**src/rtl/mcu51_pkg.sv**
```systemverilog
// rtl/mcu51_pkg.sv - shared 8051 decode constants, ALU codes and decode record
//
// Purpose: process-type codes, ALU function codes, opcode constants and the
// packed decode record produced by ins_decode_rom and consumed by ins_decode.
// Ports: none (package).
package mcu51_pkg;

    localparam logic [1:0] PT_WAITE    = 2'd0;
    localparam logic [1:0] PT_ALU_CAL  = 2'd1;
    localparam logic [1:0] PT_MOV      = 2'd2;
    localparam logic [1:0] PT_CODE_CON = 2'd3;

    localparam logic [4:0] ALU_ADD  = 5'd0;
    localparam logic [4:0] ALU_ADDC = 5'd1;
    localparam logic [4:0] ALU_SUBB = 5'd2;
    localparam logic [4:0] ALU_ANL  = 5'd3;
    localparam logic [4:0] ALU_ORL  = 5'd4;
    localparam logic [4:0] ALU_XRL  = 5'd5;
    localparam logic [4:0] ALU_INC  = 5'd6;
    localparam logic [4:0] ALU_DEC  = 5'd7;
    localparam logic [4:0] ALU_CPL  = 5'd8;
    localparam logic [4:0] ALU_CLR  = 5'd9;
    localparam logic [4:0] ALU_RL   = 5'd10;
    localparam logic [4:0] ALU_RR   = 5'd11;
    localparam logic [4:0] ALU_RLC  = 5'd12;
    localparam logic [4:0] ALU_RRC  = 5'd13;
    localparam logic [4:0] ALU_SWAP = 5'd14;
    localparam logic [4:0] ALU_MUL  = 5'd15;
    localparam logic [4:0] ALU_DIV  = 5'd16;
    localparam logic [4:0] ALU_DA   = 5'd17;

    localparam logic [7:0] OPC_NOP   = 8'h00;
    localparam logic [7:0] OPC_ADD   = 8'h24;
    localparam logic [7:0] OPC_ADDC  = 8'h34;
    localparam logic [7:0] OPC_SUBB  = 8'h94;
    localparam logic [7:0] OPC_ANL   = 8'h54;
    localparam logic [7:0] OPC_ORL   = 8'h44;
    localparam logic [7:0] OPC_XRL   = 8'h64;
    localparam logic [7:0] OPC_INC   = 8'h04;
    localparam logic [7:0] OPC_DEC   = 8'h14;
    localparam logic [7:0] OPC_CPL   = 8'hF4;
    localparam logic [7:0] OPC_CLR   = 8'hE4;
    localparam logic [7:0] OPC_RL    = 8'h23;
    localparam logic [7:0] OPC_RR    = 8'h03;
    localparam logic [7:0] OPC_RLC   = 8'h33;
    localparam logic [7:0] OPC_RRC   = 8'h13;
    localparam logic [7:0] OPC_SWAP  = 8'hC4;
    localparam logic [7:0] OPC_DA    = 8'hD4;
    localparam logic [7:0] OPC_MUL   = 8'hA4;
    localparam logic [7:0] OPC_DIV   = 8'h84;
    localparam logic [7:0] OPC_MOVI  = 8'h74;
    localparam logic [7:0] OPC_SJMP  = 8'h80;
    localparam logic [7:0] OPC_LJMP  = 8'h02;

    typedef struct packed {
        logic [1:0] ptype;
        logic       alu_en;
        logic [4:0] alu_op;
        logic [1:0] len;      // total instruction length in bytes (1..3)
        logic       illegal;
    } dec_rec_t;

    localparam dec_rec_t REC_ILLEGAL = '{ptype: PT_WAITE, alu_en: 1'b0, alu_op: 5'd0,
                                         len: 2'd1, illegal: 1'b1};

    function automatic dec_rec_t plain_rec(input logic [1:0] ptype, input logic [1:0] len);
        return '{ptype: ptype, alu_en: 1'b0, alu_op: 5'd0, len: len, illegal: 1'b0};
    endfunction

    function automatic dec_rec_t alu_rec(input logic [4:0] op, input logic [1:0] len);
        return '{ptype: PT_ALU_CAL, alu_en: 1'b1, alu_op: op, len: len, illegal: 1'b0};
    endfunction

endpackage

```
**src/rtl/ins_decode_rom.sv**
```systemverilog
// rtl/ins_decode_rom.sv - combinational opcode to decode-record lookup
//
// Purpose: maps an 8051 opcode byte onto a dec_rec_t. Unknown opcodes give
// REC_ILLEGAL (1-byte, WAITE, illegal=1). MUL/DIV decode only when the
// MULDIV_EN macro is defined; otherwise they fall through to illegal.
// Ports:
//   opcode  in   8-bit opcode byte
//   rec     out  decoded record {ptype, alu_en, alu_op, len, illegal}
module ins_decode_rom
    import mcu51_pkg::*;
(
    input  logic [7:0] opcode,
    output dec_rec_t   rec
);

    always_comb begin
        rec = REC_ILLEGAL;
        case (opcode)
            OPC_NOP:  rec = plain_rec(PT_WAITE, 2'd1);
            OPC_ADD:  rec = alu_rec(ALU_ADD,  2'd2);
            OPC_ADDC: rec = alu_rec(ALU_ADDC, 2'd2);
            OPC_SUBB: rec = alu_rec(ALU_SUBB, 2'd2);
            OPC_ANL:  rec = alu_rec(ALU_ANL,  2'd2);
            OPC_ORL:  rec = alu_rec(ALU_ORL,  2'd2);
            OPC_XRL:  rec = alu_rec(ALU_XRL,  2'd2);
            OPC_INC:  rec = alu_rec(ALU_INC,  2'd1);
            OPC_DEC:  rec = alu_rec(ALU_DEC,  2'd1);
            OPC_CPL:  rec = alu_rec(ALU_CPL,  2'd1);
            OPC_CLR:  rec = alu_rec(ALU_CLR,  2'd1);
            OPC_RL:   rec = alu_rec(ALU_RL,   2'd1);
            OPC_RR:   rec = alu_rec(ALU_RR,   2'd1);
            OPC_RLC:  rec = alu_rec(ALU_RLC,  2'd1);
            OPC_RRC:  rec = alu_rec(ALU_RRC,  2'd1);
            OPC_SWAP: rec = alu_rec(ALU_SWAP, 2'd1);
            OPC_DA:   rec = alu_rec(ALU_DA,   2'd1);
`ifdef MULDIV_EN
            OPC_MUL:  rec = alu_rec(ALU_MUL,  2'd1);
            OPC_DIV:  rec = alu_rec(ALU_DIV,  2'd1);
`endif
            OPC_MOVI: rec = plain_rec(PT_MOV,      2'd2);
            OPC_SJMP: rec = plain_rec(PT_CODE_CON, 2'd2);
            OPC_LJMP: rec = plain_rec(PT_CODE_CON, 2'd3);
            default:  rec = REC_ILLEGAL;
        endcase
    end

endmodule

```
**src/rtl/ins_decode.sv**
```systemverilog
// rtl/ins_decode.sv - 8051 instruction-decode stage (opcode + operand collection)
//
// Purpose: accepts opcode/operand bytes from fetch, decodes via ins_decode_rom,
// collects 1-2 operand bytes and issues a registered decoded bundle, marked by
// a 0->1 edge on id_ready. Optional MUL/DIV decode under macro MULDIV_EN.
// Ports:
//   clk, rst      clock, synchronous active-high reset
//   ins_valid     fetch presents ins_byte
//   ins_byte      opcode or operand byte
//   ins_ready     byte taken when ins_valid & ins_ready (combinational)
//   pro_ready     processing stage idle; gates opcode acceptance only
//   id_ready      0 while decoding; rises when a new bundle is issued
//   process_type, alu_en, alu_op, op1, op2, illegal   decoded bundle
module ins_decode
    import mcu51_pkg::*;
#(
    parameter int IMM_W = 8
) (
    input  logic             clk,
    input  logic             rst,
    input  logic             ins_valid,
    input  logic [IMM_W-1:0] ins_byte,
    output logic             ins_ready,
    input  logic             pro_ready,
    output logic             id_ready,
    output logic [1:0]       process_type,
    output logic             alu_en,
    output logic [4:0]       alu_op,
    output logic [IMM_W-1:0] op1,
    output logic [IMM_W-1:0] op2,
    output logic             illegal
);

    typedef enum logic [1:0] {S_OP, S_B2, S_B3, S_ISSUE} state_t;

    state_t           state, state_nxt;
    dec_rec_t         rom_rec;
    dec_rec_t         rec_q;
    logic [IMM_W-1:0] opnd1_q, opnd2_q;
    logic             accept;

    ins_decode_rom u_rom (
        .opcode (ins_byte[7:0]),
        .rec    (rom_rec)
    );

    always_ff @(posedge clk) begin
        if (rst) state <= S_OP;
        else     state <= state_nxt;
    end

    always_comb begin
        state_nxt = state;
        ins_ready = 1'b0;
        case (state)
            S_OP: begin
                ins_ready = pro_ready;
                if (ins_valid && pro_ready)
                    state_nxt = (rom_rec.len >= 2'd2) ? S_B2 : S_ISSUE;
            end
            S_B2: begin
                ins_ready = 1'b1;
                if (ins_valid)
                    state_nxt = (rec_q.len == 2'd3) ? S_B3 : S_ISSUE;
            end
            S_B3: begin
                ins_ready = 1'b1;
                if (ins_valid) state_nxt = S_ISSUE;
            end
            S_ISSUE: state_nxt = S_OP;
            default: state_nxt = S_OP;
        endcase
        if (rst) ins_ready = 1'b0;
    end

    assign accept = ins_valid & ins_ready;

    // Operands are gathered in private registers so the visible bundle only
    // moves on the issue edge and stays stable while id_ready is high.
    always_ff @(posedge clk) begin
        if (rst) begin
            rec_q        <= '0;
            opnd1_q      <= '0;
            opnd2_q      <= '0;
            id_ready     <= 1'b1;
            process_type <= PT_WAITE;
            alu_en       <= 1'b0;
            alu_op       <= 5'd0;
            op1          <= '0;
            op2          <= '0;
            illegal      <= 1'b0;
        end else begin
            case (state)
                S_OP: if (accept) begin
                    rec_q    <= rom_rec;
                    opnd1_q  <= '0;
                    opnd2_q  <= '0;
                    id_ready <= 1'b0;
                end
                S_B2: if (accept) opnd1_q <= ins_byte;
                S_B3: if (accept) opnd2_q <= ins_byte;
                S_ISSUE: begin
                    id_ready     <= 1'b1;
                    process_type <= rec_q.ptype;
                    alu_en       <= rec_q.alu_en;
                    alu_op       <= rec_q.alu_op;
                    op1          <= opnd1_q;
                    op2          <= opnd2_q;
                    illegal      <= rec_q.illegal;
                end
                default: ;
            endcase
        end
    end

endmodule

```
**config.mk**
```make
export PLATFORM = sky130hd
export DESIGN_NAME = ins_decode
export DESIGN_NICKNAME = d
export VERILOG_FILES = /design/src/rtl/mcu51_pkg.sv /design/src/rtl/ins_decode_rom.sv /design/src/rtl/ins_decode.sv
export SDC_FILE = /design/constraint.sdc
export NUM_CORES = 1
export LEC_CHECK = 0
export CAP_MARGIN = 20
export CORE_UTILIZATION = 49
export CTS_CLUSTER_SIZE = 8
export DETAILED_ROUTE_END_ITERATION = 8
export GPL_TIMING_DRIVEN = 0
export PLACE_DENSITY = 0.78
export SLEW_MARGIN = 20
export SYNTH_ARGS = -nofsm -noshare
export SYNTH_HDL_FRONTEND = slang
export SYNTH_SLANG_ARGS = --single-unit
```
**constraint.sdc**
```tcl
create_clock -name clk -period 3.05 [get_ports clk]
set_input_delay 0.7625 -clock clk [delete_from_list [all_inputs] [get_ports clk]]
set_output_delay 0.7625 -clock clk [all_outputs]
set_load 0.1 [all_outputs]
```
==> results.py <==
metrics = {
    "sta": {
        "period_share_pct": 98.7,
        "setup_ws_ns": 0.0396,
        "finalHoldViolCount": 0,
        "period_needed_ns": 3.01,
        "max_freq_mhz": 332,
        "worst_pin_slew_ns": 0.978,
        "slew_headroom_pct": 34.6,
        "skew_ns": 0.00836,
        "final.setup.tns_ns": 0,
        "rsz0062_at_grt": "false",
        "setup_viol": 0,
        "slew_violations": 0,
    },
    "critical_path": {
        "critical_path_required_ns": 2.29,
        "end_kind": "output pin",
        "worstPathMaxFanout": 6,
        "critical_path_class": "in -> out",
        "cp.arrival_ns": 2.25,
        "critical_path.startpoint": "pro_ready",
        "rrSetupSlack_ns": 0.99,
        "timing.rr.start": "state[1]$_SDFFE_PP0P_",
        "startpoint_type": "primary input",
    },
    "clock_tree": {
        "root_buffer": "clkbuf_8",
        "ctsHoldBuffers": 0,
        "clk_pin_slew_ns": 0.09,
        "ctsLongestPathBuffers": 2,
        "clkLatencyLatePin_ns": 0.31,
        "cts_buffers": 5,
        "cts_tree": "yes",
        "htree_num_levels": 2,
        "clock_sinks": 55,
    },
    "synthesis": {
        "ys.flop_type": "dfxtp_1",
        "synth_area_sq_um": 2480,
        "netlist.area_leader.share_pct": 44.4,
        "avgSynthCellArea_sq_um": 8.89,
        "synth-simple-area-share_pct": 22.4,
        "ys_types": 41,
        "synth-seq-area-share_pct": 44.4,
        "async_reset_ff_share_pct": 0,
        "synth_adder_area_share_pct": 2.52,
        "ys_ff_latch": 55,
        "synth_compound_area_share_pct": 12.3,
        "syn-num-nets": 296,
        "synth_area_leaders": "dfxtp_1 (44%), mux2i_1 (11%), nor2_1 (6.4%)",
        "yosys_warnings": 0,
        "synth_top_cell_by_area": "dfxtp_1",
        "synth_most_common_cell": "dfxtp_1",
        "synth_top_family_by_area": "simple AND/OR/NAND/NOR gates",
        "muxShareOfSynthArea_pct": 11.8,
        "synth-xor-area-share_pct": 1.41,
        "synth-edff-count": 0,
        "synth_commonest_cells": "dfxtp_1 (55), nor2_1 (42), mux2i_1 (28)",
        "synth_cells": 279,
    },
    "die": {
        "initial_core_util_pct": 51.8,
        "core_sq_um": 4790,
        "die_x_um": 73.1,
        "rows": 25,
        "die-area_sq_um": 5350,
        "dieHeight_um": 73.1,
        "ioPinCount": 39,
    },
    "detailed_routing": {
        "drtIter0Drc": 133,
        "totalWireLength_mm": 5.17,
        "avgViaCountPerCell": 5.28,
        "ant_nets": 0,
        "wire_per_inst_um": 13.4,
        "first_pass_iters": 4,
        "post-route-drc-count": 0,
        "num_vias": 2043,
    },
    "hold_path": {
        "worstHoldStart": "opnd1_q[7]$_SDFFE_PP0P_",
        "min_path_type": "reg -> reg",
    },
    "layout": {
        "synthToLayoutAreaGrowth_pct": 20.4,
        "n_antenna_cell": 0,
        "multi_input_area_sq_um": 1250,
        "nets": 337,
        "final_cell_area_sq_um": 2990,
        "drive_gt1_share_pct": 9.06,
        "ff_latch_area_sq_um": 1100,
        "nFillCells": 414,
    },
    "global_route": {
        "grt_pass1_wl_mm": 8.56,
        "grt.overflow.total": 0,
        "grt.busiest_layer": "met2",
        "grt_usage_pct": 20.8,
        "grt_max_degree": 17,
        "grt_use_met1_pct": 27.4,
        "gr-usage-met2_pct": 34.3,
        "grt_use_met3_pct": 4.14,
        "grt_antenna_before_repair": 0,
        "grt_pass1_vias": 1877,
    },
    "place": {
        "dp_slack_ns": -0.547,
        "io_buffer_count": 34,
        "globalplace.congestion": 0.874,
        "hpwl_mm": 3.72,
        "postPlaceCellArea_sq_um": 2900,
    },
    "power_and_ir_drop": {
        "power_density_nw_per_um2": 561,
        "power.leakage_nw": 1.06,
        "max-vdd-ir-drop_v": 0.000376,
    },
    "run_status": {
        "status": "finished clean",
    },
    "flow_run": {
        "max_cap_viol_count": 0,
    },
}
worst max-delay path, stage by stage:
cell             delay, ns
clkdlybuf4s50_1       0.52
a21oi_1               0.10
nor3_2                0.27
clkdlybuf4s18_2       0.60
worst paths after layout:
kind                                           endpoint  depth (start not counted)
worst max-delay path                          ins_ready                          4
worst min-delay path            opnd1_q[7]$_SDFFE_PP0P_                          2
worst max register to register  opnd1_q[6]$_SDFFE_PP0P_                          6
worst min register to register  opnd1_q[7]$_SDFFE_PP0P_                          2
metal layers:
layer | vias up | routed length (um) | part of all wire [%]
met5 | - | 0 | 0
met4 | 0 | 68 | 1.3
met3 | 6 | 217 | 4.2
met2 | 49 | 2390 | 46
met1 | 944 | 2500 | 48
li1 | 1044 | - | -
placed cells by master (no fill, tap or decap), types with 2 or more instances in the layout:
| master | count |
|---|---|
| buf_6 | 2 |
| nor2b_1 | 4 |
| nor3_1 | 2 |
| buf_2 | 11 |
| xnor2_1 | 2 |
| o21ai_1 | 2 |
| nand2_1 | 21 |
| xor2_1 | 2 |
| clkdlybuf4s50_1 | 33 |
| and3_1 | 3 |
| nand3_1 | 20 |
| inv_1 | 5 |
| mux2i_1 | 28 |
| nor2_1 | 42 |
| a22oi_1 | 2 |
| clkbuf_8 | 5 |
| dfxtp_1 | 55 |
| ha_1 | 5 |
| nand2b_1 | 3 |
| a21oi_1 | 25 |
| clkbuf_1 | 9 |
| nand3b_1 | 8 |
| o21ai_0 | 6 |
| o22ai_1 | 3 |
power breakdown:
group / total [mW] / internal [mW] / switching, mW
combinational: 0.509 / 0.172 / 0.337
clock: 0.383 / 0.158 / 0.226
sequential: 0.783 / 0.756 / 0.0264
total: 1.67 / 1.09 / 0.589
kinds of logic after synthesis:
family                     count (synthesis)
AOI/OAI and AO/OA                         48
xor gates and xnor gates                   4
adders and majority gates                  5
buffers and inverters                     27
DFF                                       55
muxes                                     29
and+or+nand+nor                          111
stage by stage:
step	utilization, %	power [mW]	hold slack (ns)	instances
3_5_place_dp	60.7	1.31	0.462	380
6_report	62.4	1.67	0.474	387
4_1_cts	62.4	1.68	0.475	387
5_1_grt	62.4	1.75	0.501	387
2_1_floorplan	-	1.19	0.448	279
3_3_place_gp	60.7	1.29	0.458	380
registers in the layout (all words and copies together), names as in the netlist:
name	count
op1	8
illegal	1
opnd2_q	8
rec_q	11
alu_en	1
alu_op	5
state	2
process_type	2
op2	8
opnd1_q	8
id_ready	1
layout make-up:
class                      count  share of cell area [%]
timing repair buffer          34                    11.4
clock buffer                   5                    2.30
clock inverter                 2                   0.461
buffer                        22                    3.73
sequential                    55                    36.9
multi-input combinational    197                    41.8
inverter                       5                   0.628
tap                           67                    2.81
timing repair:
item                                   4_1_cts  5_1_grt
setup buffers                                0        0
setup endpoints to repair                    1        1
endpoints found under the hold margin        0        0
resized for setup                            3        1
(Power assumes the default switching activity.)
